`config.mk`:
```
export PLATFORM = sky130hd
export DESIGN_NAME = cdf_builder
export DESIGN_NICKNAME = d
export VERILOG_FILES = /design/src/rtl/hist_eq_pkg.sv /design/src/rtl/cdf_lane_prefix.sv /design/src/rtl/cdf_builder.sv
export SDC_FILE = /design/constraint.sdc
export NUM_CORES = 1
export LEC_CHECK = 0
export ABC_AREA = 1
export BUFFER_PORTS_ARGS = -buffer_cell sky130_fd_sc_hd__buf_4
export CAP_MARGIN = 20
export CORE_UTILIZATION = 25
export CTS_CLUSTER_SIZE = 14
export DETAILED_ROUTE_END_ITERATION = 10
export HOLD_SLACK_MARGIN = 0.08
export PLACE_DENSITY_LB_ADDON = 0.1
export SLEW_MARGIN = 30
export SYNTH_ARGS = -nofsm -noshare
export SYNTH_HDL_FRONTEND = slang
export SYNTH_SLANG_ARGS = --single-unit
```
`constraint.sdc`:
```
create_clock -name clock -period 11.7 [get_ports clock]
set_input_delay 1.17 -clock clock [delete_from_list [all_inputs] [get_ports clock]]
set_output_delay 1.17 -clock clock [all_outputs]
set_load 0.1 [all_outputs]
```
`src/rtl/hist_eq_pkg.sv`:
```
// Shared types and sizes for the histogram-equalisation datapath.
// Combinational only: no latency.
// No flow control: constants, state encoding and a lane-scan helper.
package hist_eq_pkg;

   localparam int BIN_W  = 16;
   localparam int LANES  = 8;
   localparam int WORD_W = BIN_W * LANES;

   typedef enum logic [1:0] {
      S_IDLE  = 2'd0,
      S_READ  = 2'd1,
      S_DRAIN = 2'd2,
      S_DONE  = 2'd3
   } state_t;

   typedef struct packed {
      logic             found;
      logic [BIN_W-1:0] val;
   } min_pick_t;

   // Returns the value of the lowest-index nonzero lane of a word, if any.
   function automatic min_pick_t first_nonzero(input logic [WORD_W-1:0] w);
      min_pick_t r;
      r = '0;
      for (int i = LANES - 1; i >= 0; i--) begin
         if (w[i*BIN_W +: BIN_W] != '0) begin
            r.found = 1'b1;
            r.val   = w[i*BIN_W +: BIN_W];
         end
      end
      return r;
   endfunction

endpackage

```
`src/rtl/cdf_lane_prefix.sv`:
```
// 8-lane inclusive prefix adder seeded by a running carry; CDF_SATURATE_EN clamps at all-ones, else wraps.
// Latency: purely combinational.
// Backpressure: none; the caller decides when the result and carry-out are consumed.
module cdf_lane_prefix
   import hist_eq_pkg::*;
(
   input  logic [WORD_W-1:0] bins_i,
   input  logic [BIN_W-1:0]  carry_i,
   output logic [WORD_W-1:0] sums_o,
   output logic [BIN_W-1:0]  carry_o
);

   // Ripple the running sum through the lanes, lane 0 first.
   always_comb begin
      logic [BIN_W-1:0] run;
`ifdef CDF_SATURATE_EN
      logic [BIN_W:0]   acc;
`endif
      run    = carry_i;
      sums_o = '0;
      for (int i = 0; i < LANES; i++) begin
`ifdef CDF_SATURATE_EN
         acc = {1'b0, run} + {1'b0, bins_i[i*BIN_W +: BIN_W]};
         run = acc[BIN_W] ? {BIN_W{1'b1}} : acc[BIN_W-1:0];
`else
         run = run + bins_i[i*BIN_W +: BIN_W];
`endif
         sums_o[i*BIN_W +: BIN_W] = run;
      end
      carry_o = run;
   end

endmodule

```
`src/rtl/cdf_builder.sv`:
```
// Streams NUM_WORDS histogram words, writes their running-sum CDF words and latches the first nonzero CDF value.
// Latency: address k at cycle k+1, write k at cycle k+3, done at cycle NUM_WORDS+3 after the start edge.
// Backpressure: none; start is ignored while a pass is in flight. Optional macro: CDF_SATURATE_EN.
module cdf_builder
   import hist_eq_pkg::*;
#(
   parameter logic [15:0] HIST_BASE = 16'h0000,
   parameter logic [15:0] CDF_BASE  = 16'h0000,
   parameter int          NUM_WORDS = 32
)(
   input  logic              clock,
   input  logic              reset,
   input  logic              start,
   output logic [15:0]       Hist_ReadAddress,
   input  logic [WORD_W-1:0] Hist_ReadBus,
   output logic              WriteEnable,
   output logic [15:0]       Cdf_MEMAddress,
   output logic [WORD_W-1:0] Cdf_MEMBus,
   output logic [BIN_W-1:0]  CdfMin,
   output logic              done
);

   localparam logic [15:0] LAST_IDX = 16'(NUM_WORDS - 1);

   state_t            state_q;
   logic [15:0]       rd_cnt_q;
   logic [15:0]       wr_cnt_q;
   logic [15:0]       rd_addr_q;
   logic              addr_vld_q;   // an address is on the bus this cycle
   logic              data_vld_q;   // its data is on Hist_ReadBus this cycle
   logic              wr_vld_q;
   logic [15:0]       wr_addr_q;
   logic [WORD_W-1:0] wr_dat_q;
   logic [BIN_W-1:0]  carry_q;
   logic [BIN_W-1:0]  min_q;
   logic              min_found_q;
   logic              done_q;

   logic [WORD_W-1:0] lane_sum;
   logic [BIN_W-1:0]  carry_d;
   min_pick_t         pick;

   cdf_lane_prefix u_prefix (
      .bins_i  (Hist_ReadBus),
      .carry_i (carry_q),
      .sums_o  (lane_sum),
      .carry_o (carry_d)
   );

   assign pick = first_nonzero(lane_sum);

   // Sequencer, read-address issue, two-stage read pipeline and registered CDF write port.
   always_ff @(posedge clock or posedge reset) begin
      if (reset) begin
         state_q     <= S_IDLE;
         rd_cnt_q    <= '0;
         wr_cnt_q    <= '0;
         rd_addr_q   <= HIST_BASE;
         addr_vld_q  <= 1'b0;
         data_vld_q  <= 1'b0;
         wr_vld_q    <= 1'b0;
         wr_addr_q   <= CDF_BASE;
         wr_dat_q    <= '0;
         carry_q     <= '0;
         min_q       <= '0;
         min_found_q <= 1'b0;
         done_q      <= 1'b0;
      end else begin
         addr_vld_q <= 1'b0;
         data_vld_q <= addr_vld_q;
         wr_vld_q   <= 1'b0;

         case (state_q)
            S_IDLE, S_DONE: begin
               if (start) begin
                  state_q     <= S_READ;
                  rd_cnt_q    <= '0;
                  wr_cnt_q    <= '0;
                  carry_q     <= '0;
                  min_q       <= '0;
                  min_found_q <= 1'b0;
                  done_q      <= 1'b0;
               end
            end
            S_READ: begin
               rd_addr_q  <= HIST_BASE + rd_cnt_q;
               addr_vld_q <= 1'b1;
               rd_cnt_q   <= rd_cnt_q + 16'd1;
               if (rd_cnt_q == LAST_IDX) begin
                  state_q <= S_DRAIN;
               end
            end
            S_DRAIN: begin
               // Pipeline empty means the final word has already been written.
               if (!addr_vld_q && !data_vld_q) begin
                  state_q <= S_DONE;
                  done_q  <= 1'b1;
               end
            end
            default: state_q <= S_IDLE;
         endcase

         // Read data for an earlier address is present: emit its CDF word.
         if (data_vld_q) begin
            wr_vld_q  <= 1'b1;
            wr_addr_q <= CDF_BASE + wr_cnt_q;
            wr_dat_q  <= lane_sum;
            carry_q   <= carry_d;
            wr_cnt_q  <= wr_cnt_q + 16'd1;
            if (!min_found_q && pick.found) begin
               min_q       <= pick.val;
               min_found_q <= 1'b1;
            end
         end
      end
   end

   assign Hist_ReadAddress = rd_addr_q;
   assign WriteEnable      = wr_vld_q;
   assign Cdf_MEMAddress   = wr_addr_q;
   assign Cdf_MEMBus       = wr_dat_q;
   assign CdfMin           = min_q;
   assign done             = done_q;

endmodule

```
== Word level (Yosys, flattened, before mapping) ==
Cells that the tools add are included.

* Register bits after elaboration: 231
* Input bits: 131

* Equality and inequality tests: 7
* Add/sub/neg operators: 10
* Reduce and logical (&&, ||, !) cells: 23
* Multiplexer cells: 30

{| class="wikitable"
|+ Operator list
! kind !! count
|-
| $mux W17 || 8
|-
| $add A16 B16 Y16 || 8
|-
| $mux W16 || 8
|-
| $reduce_bool A16 Y1 || 8
|-
| $add A16 B1 Y16 const B || 2
|-
| $pmux W16 S2 || 1
|-
| $eq A16 B5 Y1 const B || 1
|-
| $mux W1 || 8
|-
| $reduce_bool A2 Y1 || 4
|-
| $mux W2 || 3
|-
| $ne A2 B2 Y1 const B || 3
|-
| $pmux W2 S3 || 1
|-
| $reduce_and A3 Y1 || 2
|-
| $eq A2 B2 Y1 const B || 2
|-
| $reduce_and A2 Y1 || 2
|-
| $logic_not A1 Y1 || 3
|-
| $eq A2 B1 Y1 const B || 1
|-
| $logic_and A1 B1 Y1 || 2
|-
| $logic_not A2 Y1 || 1
|-
| $pmux W1 S2 || 1
|-
| $reduce_or A2 Y1 || 1
|}

== Longest topological paths before layout ==
* Depth after elaboration: 20
* Gate-level depth with buffers: 61

== Modules after synthesis ==
From an unflattened synthesis, not the netlist that was laid out.

* Cell total of the unflattened synthesis: 2102
* Area, all modules: 15867.7 µm²

{| class="wikitable"
|+ By module, submodules not included
! module !! times used !! cells each !! area an instance (µm²)
|-
| cdf_builder || 1 || 1297 || 10423.7
|-
| cdf_lane_prefix || 1 || 805 || 5444.0
|}

== Worst setup path after synthesis ==
Ideal clock, no wire load.

* Path type: in2reg
* Start: in Hist_ReadBus[0]
* End: reg min_q[10] (netlist: CdfMin[10])
* Setup time: 68 ps
* Path slack: 2356 ps
* Buffers on the path: 2
* Required time: 11632 ps
* Data arrival time: 9276 ps
* Stages on the path: 51
* Cells stage by stage: ha_1 > inv_1 > fa_1 > fa_1 > o31ai_2 > xor2_1 > ha_1 > a21o_1 > a21oi_1 > xor2_1 > ha_1 > inv_1 > xor2_1 > ha_1 > inv_1 > o21bai_1 > xor2_1 > ha_1 > [15 not listed] > ha_1 > inv_1 > o21bai_1 > nand2_1 > nand2_1 > nand2_1 > a21oi_1 > xnor2_1 > inv_1 > xor2_1 > inv_1 > nor2_1 > nand4_1 > nand2_1 > buf_6 > buf_8 > nand3_2 > nand2_1

* Longest elaborated chain between the ends: 20
* Elaborated cells on any way between the ends: 27
* Classes of those cells: add/sub (8); mux (10); reduce/logical (9)

{| class="wikitable"
|+ Ends and longest elaborated chain
! what !! RTL line !! text
|-
| start, declared || cdf_builder.sv:15 || <nowiki>input logic [WORD_W-1:0] Hist_ReadBus,</nowiki>
|-
| $add A16 B16 Y16 * (2 in a row) || cdf_lane_prefix.sv:26 || <nowiki>run = run + bins_i[i*BIN_W +: BIN_W];</nowiki>
|-
| net lane_sum[20] || cdf_builder.sv:39 || <nowiki>logic [WORD_W-1:0] lane_sum;</nowiki>
|-
| $add A16 B16 Y16 * || cdf_lane_prefix.sv:26 ||
|-
| net lane_sum[37] || cdf_builder.sv:39 ||
|-
| $add A16 B16 Y16 * || cdf_lane_prefix.sv:26 ||
|-
| net lane_sum[53] || cdf_builder.sv:39 ||
|-
| $add A16 B16 Y16 * || cdf_lane_prefix.sv:26 ||
|-
| net lane_sum[70] || cdf_builder.sv:39 ||
|-
| [1 not listed] || -- ||
|-
| net lane_sum[87] || cdf_builder.sv:39 ||
|-
| [1 not listed] || -- ||
|-
| net lane_sum[106] || cdf_builder.sv:39 ||
|-
| $add A16 B16 Y16 || cdf_lane_prefix.sv:26 ||
|-
| $reduce_bool A16 Y1 || hist_eq_pkg.sv:27 || <nowiki>if (w[i*BIN_W +: BIN_W] != '0) begin</nowiki>
|-
| $mux W17 || hist_eq_pkg.sv:27 ||
|-
| $mux W17 * (7 in a row) || hist_eq_pkg.sv:27 ||
|-
| $logic_and A1 B1 Y1 || cdf_builder.sv:110 || <nowiki>if (!min_found_q && pick.found) begin</nowiki>
|-
| $mux W16 * || cdf_builder.sv:110 ||
|-
| $mux W16 * || cdf_builder.sv:104 || <nowiki>if (data_vld_q) begin</nowiki>
|-
| end signal, assigned || cdf_builder.sv:111 || <nowiki>min_q <= pick.val;</nowiki>
|-
| end, declared || cdf_builder.sv:35 || <nowiki>logic [BIN_W-1:0] min_q;</nowiki>
|}

Mark *: on every way through the listed nets, which the timed path passes. The rest lies on a longest branch.
A chain may end at the register's enable or synchronous reset.

== Worst setup path in the final report ==
* Start: in Hist_ReadBus[0]
* End: reg min_q[13] (netlist: CdfMin[13])

* Longest elaborated chain between the ends: 20
* Elaborated cells on any way between the ends: 27
* Classes of those cells: add/sub (8); mux (10); reduce/logical (9)

{| class="wikitable"
|+ Ends and longest elaborated chain
! what !! RTL line
|-
| $add A16 B16 Y16 * || cdf_lane_prefix.sv:26
|-
| net lane_sum[6] || cdf_builder.sv:39
|-
| $add A16 B16 Y16 * || cdf_lane_prefix.sv:26
|-
| net lane_sum[23] || cdf_builder.sv:39
|-
| $add A16 B16 Y16 * || cdf_lane_prefix.sv:26
|-
| net lane_sum[40] || cdf_builder.sv:39
|-
| $add A16 B16 Y16 * || cdf_lane_prefix.sv:26
|-
| net lane_sum[57] || cdf_builder.sv:39
|-
| [1 not listed] || --
|-
| net lane_sum[76] || cdf_builder.sv:39
|-
| [1 not listed] || --
|-
| net lane_sum[93] || cdf_builder.sv:39
|-
| [1 not listed] || --
|-
| net lane_sum[110] || cdf_builder.sv:39
|-
| $add A16 B16 Y16 || cdf_lane_prefix.sv:26
|-
| $reduce_bool A16 Y1 || hist_eq_pkg.sv:27
|-
| $mux W17 || hist_eq_pkg.sv:27
|-
| $mux W17 * (7 in a row) || hist_eq_pkg.sv:27
|-
| $logic_and A1 B1 Y1 || cdf_builder.sv:110
|-
| $mux W16 * || cdf_builder.sv:110
|-
| $mux W16 * || cdf_builder.sv:104
|}

Marks and branches as above.

==> metrics.cfg <==
[worst_setup_path]
cp-end-kind=register
r2r_end=CdfMin[13]$_DFF_PP0_
crit_path_start_kind=input port
slowest_delay_ns=0.57
r2r_slack_ns=1.05
crit_arrival_ns=11.43
crit_path_top_delay_cell=xor2_1
cp_max_fo=29
r2r_start=carry_q[0]$_DFFE_PP0P_
reg2reg_depth=53
cp.required_ns=12.19
path_class=input port to register

[sta]
fin_crit_sh_pct=93.5
rsz0062_at_grt=no
hold_viol=0
fin_tns_setup_ns=0
worstMarginPinSlew_ns=0.955
fin_crit_ns=10.94
setup_viol=0
drv_slew=0
fmax_mhz=91.4
fin_skew_ns=0.0221
slew_headroom_pct=36.2

[min_path]
whs_path_depth=0
hp-start=addr_vld_q$_DFF_PP0_
whs_endpoint=data_vld_q$_DFF_PP0_
min_path_type=register to register

[global_route]
first_global_vias=14800
grt_overflow=0
grt_max_degree=132
grt_pass1_wl_um=94700
globalRouteTotalUtil_pct=19.9
antenna_found_initial=7

[cts]
cts_root_buffer=clkbuf_16
cts.sinks=231
clk_pin_slew_ns=0.06
clk_latency_ns=0.62
cts_tree=yes
cts_buffer_depth=3
cts_resized=0
hold_buffers=0
numCtsBuffers=31
cts_setup_buffers=0
htree_levels=1

[yosys]
synth_edf_count=0
synth_seq_area_share_pct=36.8
synth_cells=2058
synthFlopType=dfrtp_1
synth_top_cell_area_share_pct=36.8
ys_warn_count=0
syn_area_um2=15700
synthTopCellsByArea=dfrtp_1, nand2_1, ha_1, inv_1, o21ai_0
async_reset_ff_share_pct=100
synth_cell_types=58
syn_area_per_cell_um2=7.63
synth_area_leader_cell=dfrtp_1
synth_fp_nets=2327
yosysMostFrequentCell=nand2_1
synth-seq-cells=231
synthTopCellsByCount=nand2_1, inv_1, dfrtp_1

[outcome]
status=completed

[final_layout]
area_growth_pct=28.0
finalNonFillerCells=3232
num-nets-final=2639
drive_above_1_share_pct=18.6
fin_util_pct=32.5

[placement]
place_congestion=0.910
dp.cells=3174
dp_hpwl_um=51500
port_buffers=308

[floorplan]
placementRows=91
io_pins=309
die_area_um2=63800
start_util_pct=25.4
die_h_um=253
coreArea_um2=61800
die_x_um=253

[flow_run]
cap_violations=0

[routing]
post_drt_wl_per_cell_um=19.8
viasPerCell=4.61
routed_wl_um=64100
drtIter0Drc=859
drc_errors=0
postRouteAntennaNets=0
via_count=14900
first_pass_iters=7

## routing by layer
layer  vias up  GRT usage (%)  routed length (um)
met5         -              0                  61
met2       329           32.9               30100
li1       7421              -                   -
met3        74           4.09                3860
met4        10           4.52                1230
met1      7080           26.3               28900
## per-stage QoR
step	hold slack, ns	setup slack (ns)	cell area [um2]
4_1_cts	0.391	0.842	20100
5_1_grt	0.394	0.0588	20100
3_5_place_dp	0.377	0.233	19000
3_3_place_gp	0.370	0.346	19000
6_report	0.385	0.757	20100
2_1_floorplan	0.352	2.36	15700
## worst max-delay path by stage
stage                         start                    to  slack [ns]  depth (start not counted)
floorplan           Hist_ReadBus[0]  CdfMin[10]$_DFF_PP0_        2.36                         51
global placement    Hist_ReadBus[0]  CdfMin[13]$_DFF_PP0_        0.35                         54
detailed placement  Hist_ReadBus[0]  CdfMin[13]$_DFF_PP0_        0.23                         54
CTS                 Hist_ReadBus[0]  CdfMin[13]$_DFF_PP0_        0.84                         54
global route        Hist_ReadBus[0]  CdfMin[13]$_DFF_PP0_        0.06                         53
finish              Hist_ReadBus[0]  CdfMin[13]$_DFF_PP0_        0.76                         54
## critical path: cells and delay by family
family	cells	cell delay (ns)
fa+ha+maj	9	3.01
xor+xnor	8	2.48
compound gates	14	2.21
simple gates	13	1.45
buf+inv	10	1.10
## registers in the layout, indices dropped and copies added (netlist names)
| register | flops |
|---|---|
| Cdf_MEMBus | 128 |
| done | 1 |
| Hist_ReadAddress | 16 |
| WriteEnable | 1 |
| Cdf_MEMAddress | 16 |
| wr_cnt_q | 16 |
| CdfMin | 16 |
| carry_q | 16 |
| data_vld_q | 1 |
| addr_vld_q | 1 |
| rd_cnt_q | 16 |
| state_q | 2 |
| min_found_q | 1 |
## area by class of cell
cell class	count	area, um2
clock buffers	42	847
clock inverters	14	195
diodes	2	5.00
fillers	6663	41700
inverters	263	1000
repair buffers	331	2500
well taps	837	1050
multi-input cells	1512	8710
flip-flops and latches	231	5780
## cells by family after synthesis
family                   count (synthesis)  share of synthesized area, %
buffers and inverters                  315                          7.71
AND/OR/NAND/NOR                        862                          24.0
adder cells (fa/ha/maj)                138                          11.4
XOR/XNOR                               100                          5.63
flip-flops                             231                          36.8
AO/OA/AOI/OAI                          411                          14.4
multiplexers                             1                        0.0638
## cells in the final DEF (no fill, tap or decap), types with 4 or more instances in the layout
master	Yosys	routed
o21ai_1	24	24
o21ai_0	177	177
clkinvlp_4	0	4
o211ai_1	8	8
a21oi_1	136	136
inv_2	8	8
clkbuf_16	0	31
or2_2	4	4
nand4_1	23	23
clkbuf_1	40	8
a22oi_1	7	7
dfrtp_1	231	230
nand2_2	13	14
nand3_2	21	21
bufinv_16	0	4
ha_1	130	130
inv_1	252	250
a21o_1	10	10
clkinv_2	0	5
nor4_1	17	17
nor3_1	35	35
nor2_1	88	88
o21bai_1	17	17
a31oi_1	9	9
xnor2_1	21	21
xor2_1	78	78
nand3_1	119	119
o21a_1	5	5
buf_4	1	330
nand2_1	528	527
fa_1	8	8
Power is left out: the tool's default activity adds up to more than one toggle a clock period on the data nets, which glitch-free logic cannot reach.
